--- config.mk ---
export PLATFORM = sky130hd
export DESIGN_NAME = uart_rx_fifo
export DESIGN_NICKNAME = d
export VERILOG_FILES = /design/src/rtl/uart_rx_fifo.sv
export SDC_FILE = /design/constraint.sdc
export NUM_CORES = 1
export LEC_CHECK = 0
export ABC_AREA = 1
export CORE_UTILIZATION = 49
export DETAILED_ROUTE_END_ITERATION = 8
export PLACE_DENSITY = 0.67
export SLEW_MARGIN = 20
export SYNTH_ARGS = -nofsm -noshare
export SYNTH_HDL_FRONTEND = slang
export SYNTH_SLANG_ARGS = --single-unit
--- constraint.sdc ---
create_clock -name clk -period 2.89 [get_ports clk]
set_input_delay 0.4335 -clock clk [delete_from_list [all_inputs] [get_ports clk]]
set_output_delay 0.4335 -clock clk [all_outputs]
set_load 0.01 [all_outputs]
--- src/rtl/uart_rx_fifo.sv ---
// Receive buffer behind uart_rx: stores strobed bytes in a circular FIFO and
// presents them first-word-fall-through on a valid/ready port, with sticky overrun.
module uart_rx_fifo #(
  parameter int DATA_W       = 8,
  parameter int DEPTH        = 16,
  parameter int AFULL_THRESH = 12,
  localparam int AW          = $clog2(DEPTH),
  localparam int CW          = $clog2(DEPTH) + 1
) (
  input  logic              clk,
  input  logic              rst_n,
  input  logic [DATA_W-1:0] rx_data,
  input  logic              rx_done,
  output logic [DATA_W-1:0] m_data,
  output logic              m_valid,
  input  logic              m_ready,
  output logic [CW-1:0]     count,
  output logic              empty,
  output logic              full,
  output logic              almost_full,
  output logic              overrun,
  input  logic              clr_overrun
);

  logic [DATA_W-1:0] mem [DEPTH];

  logic [AW-1:0] wr_ptr_reg, wr_ptr_next;
  logic [AW-1:0] rd_ptr_reg, rd_ptr_next;
  logic [CW-1:0] count_reg, count_next;
  logic          empty_reg, full_reg, afull_reg, valid_reg;
  logic          overrun_reg, overrun_next;
  logic          push, pop, drop;

  // A pop in the same cycle frees the slot, so a write into a full FIFO is accepted.
  always_comb begin
    pop  = valid_reg & m_ready;
    push = rx_done & (~full_reg | pop);
    drop = rx_done & full_reg & ~pop;
  end

  always_comb begin
    wr_ptr_next  = wr_ptr_reg;
    rd_ptr_next  = rd_ptr_reg;
    count_next   = count_reg;
    overrun_next = overrun_reg;
    if (push) wr_ptr_next = wr_ptr_reg + AW'(1);
    if (pop)  rd_ptr_next = rd_ptr_reg + AW'(1);
    if (push && !pop)      count_next = count_reg + CW'(1);
    else if (pop && !push) count_next = count_reg - CW'(1);
    if (drop)             overrun_next = 1'b1;
    else if (clr_overrun) overrun_next = 1'b0;
  end

  // Status flags are registered from the next-state count.
  always_ff @(posedge clk or negedge rst_n) begin
    if (!rst_n) begin
      wr_ptr_reg  <= '0;
      rd_ptr_reg  <= '0;
      count_reg   <= '0;
      empty_reg   <= 1'b1;
      full_reg    <= 1'b0;
      afull_reg   <= 1'b0;
      valid_reg   <= 1'b0;
      overrun_reg <= 1'b0;
    end else begin
      wr_ptr_reg  <= wr_ptr_next;
      rd_ptr_reg  <= rd_ptr_next;
      count_reg   <= count_next;
      empty_reg   <= (count_next == '0);
      full_reg    <= (count_next == CW'(DEPTH));
      afull_reg   <= (count_next >= CW'(AFULL_THRESH));
      valid_reg   <= (count_next != '0);
      overrun_reg <= overrun_next;
    end
  end

  // Storage carries no reset; contents are meaningless until written.
  always_ff @(posedge clk) begin
    if (push) mem[wr_ptr_reg] <= rx_data;
  end

  assign m_data      = valid_reg ? mem[rd_ptr_reg] : '0;
  assign m_valid     = valid_reg;
  assign count       = count_reg;
  assign empty       = empty_reg;
  assign full        = full_reg;
  assign almost_full = afull_reg;
  assign overrun     = overrun_reg;

endmodule

==> results of run 1 <==
cells in the final DEF, fill, tap and decap left out, types with 3 or more instances in the layout:
master,n
inv_1,18
clkdlybuf4s50_1,28
o21ai_1,36
clkinv_1,5
inv_2,4
edfxtp_1,128
buf_12,3
o21ai_0,22
a21oi_1,10
ha_1,7
clkinv_2,3
clkbuf_16,18
clkbuf_1,5
xor2_1,8
buf_4,22
o211ai_1,3
nand4_1,3
dfrtp_1,15
nand3_1,53
nand2_1,64
nor2_1,132
power by group:
| part | internal [mW] | total (mW) | switching [mW] |
|---|---|---|---|
| clock network | 1.25 | 2.03 | 0.779 |
| registers | 2.59 | 2.79 | 0.193 |
| logic | 1.16 | 2.94 | 1.78 |
final cells by class:
type / count / area [um2] / area share, %
Sequential cell: 146 / 4298 / 58.40
Clock inverter: 9 / 90.09 / 1.224
Multi-Input combinational cell: 348 / 1644 / 22.34
Timing Repair Buffer: 58 / 578.1 / 7.854
Inverter: 24 / 95.09 / 1.292
Clock buffer: 22 / 444.2 / 6.035
Tap cell: 168 / 210.2 / 2.856
worst min-delay path by stage:
stage	end	slack, ps	cells after the start
2_1_floorplan	almost_full$_DFF_PN0_	140	0
3_3_place_gp	overrun$_DFFE_PN0P_	520	2
3_5_place_dp	overrun$_DFFE_PN0P_	520	2
4_1_cts	almost_full$_DFF_PN0_	530	1
5_1_grt	overrun$_DFFE_PN0P_	570	2
6_report	count[3]$_DFF_PN0_	520	1
critical path, stage by stage, from the launching register on:
cell,delay [ps]
dfrtp_2,410
clkinv_4,130
buf_12,190
nor2_1,110
o21ai_1,100
nand3_1,110
nand3_1,110
a21oi_1,200
clkdlybuf4s50_1,570
routing by layer:
metal	GRT usage (%)	vias up
li1	-	1973
met1	30.98	2042
met2	37.29	154
met3	5.294	24
met4	10.48	0
met5	0	-
stage by stage:
step | instances | setup TNS (ps) | hold slack [ps] | power, mW
2_1_floorplan | 542 | 0 | 137.9 | 4.572
3_3_place_gp | 743 | 0 | 520.6 | 5.605
3_5_place_dp | 743 | 0 | 524.1 | 5.665
4_1_cts | 774 | 0 | 533.2 | 7.700
5_1_grt | 775 | -100.5 | 573.7 | 8.221
6_report | 775 | 0 | 517.9 | 7.755
timing repair:
item	CTS	global route
resized for setup	1	9
setup endpoints to repair	1	8
hold buffers	0	0
gates cloned	0	1
logic make-up (layout without fill, tap and decap cells):
group,Yosys count,after routing
AO/OA/AOI/OAI,72,72
buffers and inverters,48,113
flip-flops,146,146
AND/OR/NAND/NOR,261,261
adder cells (fa/ha/maj),7,7
XOR/XNOR,8,8
==> results_dict.tcl, run 1 <==
set metrics [dict create \
    synth_top_area_cell "edfxtp_1" \
    wirelength_um 13930 \
    clock_path_buffers 2 \
    grt_pass1_vias 4171 \
    die_area_mm2 0.01303 \
    viasPerCell 5.410 \
    synth-main-ff-cell "edfxtp_1" \
    cts_num_sinks 146 \
    synth_top_area_share_pct 62.35 \
    grt_pass1_wl_um 22070 \
    dieWidth_um 114.2 \
    rows 40 \
    finalHoldViolCount 0 \
    coreArea_mm2 0.01216 \
    worstSetupEndpoint "m_data[6]" \
    crit_fanout 26 \
    async_flop_share_pct 12.33 \
    post-route-util_pct 60.51 \
    cts_buffers 17 \
    nets 615 \
    synth_cells 542 \
    peakVddDrop_mv 0.5697 \
    grt_overflow 0 \
    route.met2.wl_um 6690 \
    rr_worst_depth 5 \
    drt_iter0_drc 520 \
    synth_compound_area_share_pct 6.150 \
    relSlewSlack_pct 40.97 \
    synthSimpleGateAreaFrac_pct 17.96 \
    synthAdderAreaFrac_pct 1.421 \
    arrival_ps 2360 \
    wl_met3_um 792 \
    finalCritPeriodShare_pct 96.69 \
    grt_max_degree 40 \
    layout-drive-gt1-share_pct 11.20 \
    stdcell_area_mm2 0.007360 \
    grt_use_total_pct 23.44 \
    fillCellCount 974 \
    setup_viol 0 \
    postCtsSetupBuffers 0 \
    io_pins 31 \
    syn-num-nets 562 \
    synth-seq-area-share_pct 69.68 \
    clockRootBuffer "clkbuf_16" \
    fmax_ghz 0.3579 \
    yosys-top-cells-count "nor2_1, edfxtp_1, nand2_1" \
    start_kind "flip-flop" \
    synth-warning-count 0 \
    clkLatencyLatePin_ps 420 \
    tightest_slew_ps 882.7 \
    r2r_setup_slack_ps 1120 \
    dr.pass1.iters 5 \
    largest_reg_flops 128 \
    layout_min_cycle_time_ps 2794 \
    cts_tree "done" \
    synth_edf_count 128 \
    drtAntennaViolNets 0 \
    ys_types 29 \
    start_util_pct 50.69 \
    crit_required_ps 2460 \
    synth_top_family_by_area "simple AND/OR/NAND/NOR gates" \
    wl_per_cell_um 17.98 \
    wl_met1_um 6100 \
    synth_area_per_cell_um2 11.37 \
    place_congestion 0.8114 \
    synth.most_common_cell "nor2_1" \
    power.density_mw_per_mm2 1054 \
    dpl-instance-area_mm2 0.006769 \
    fin_skew_ps 4.597 \
    crit_path_end_kind "output pin" \
    synth_seq_cells 146 \
    die_h_um 114.2 \
    reg2reg_to "mem[7][5]$_DFFE_PP_" \
    rsz0062_at_grt "yes" \
    hold_path_class "in2async" \
    portBuffers 30 \
    htreeDepth 4 \
    drc 0 \
    ys_top_cells_by_area "edfxtp_1, nor2_1, dfrtp_1, nand3_1, nand2_1" \
    setup.worst_path.start "rd_ptr_reg[1]$_DFFE_PN0P_" \
    yosys-mux-area-fraction_pct 0 \
    maxCapViolCount 0 \
    synth_xor_area_share_pct 1.137 \
    cellLeakagePower_nw 2.737 \
    dp_slack_ps 445.7 \
    vias 4193 \
    antenna_found_initial 0 \
    syn2layout_area_growth_pct 19.38 \
    antenna_cells 0 \
    highest_layer "met4" \
    setup_ws_ps 95.75 \
    drv_slew 0 \
    clk_pin_slew_ps 50 \
    crit_type "reg2out" \
    r2r_start "m_valid$_DFF_PN0_" \
    status "complete, no violations" \
    dp_hpwl_um 8752 \
    syn_area_mm2 0.006165 \
]
No activity file was read; power rests on OpenSTA's default activity.
==> run 2, diff against run 1 <==
GPL_ROUTABILITY_DRIVEN = 0   (was unset)
SKIP_LAST_GASP = 1   (was unset)
==> results of run 2 <==
The final DEF is identical to that of run 1; final timing and power are the same.
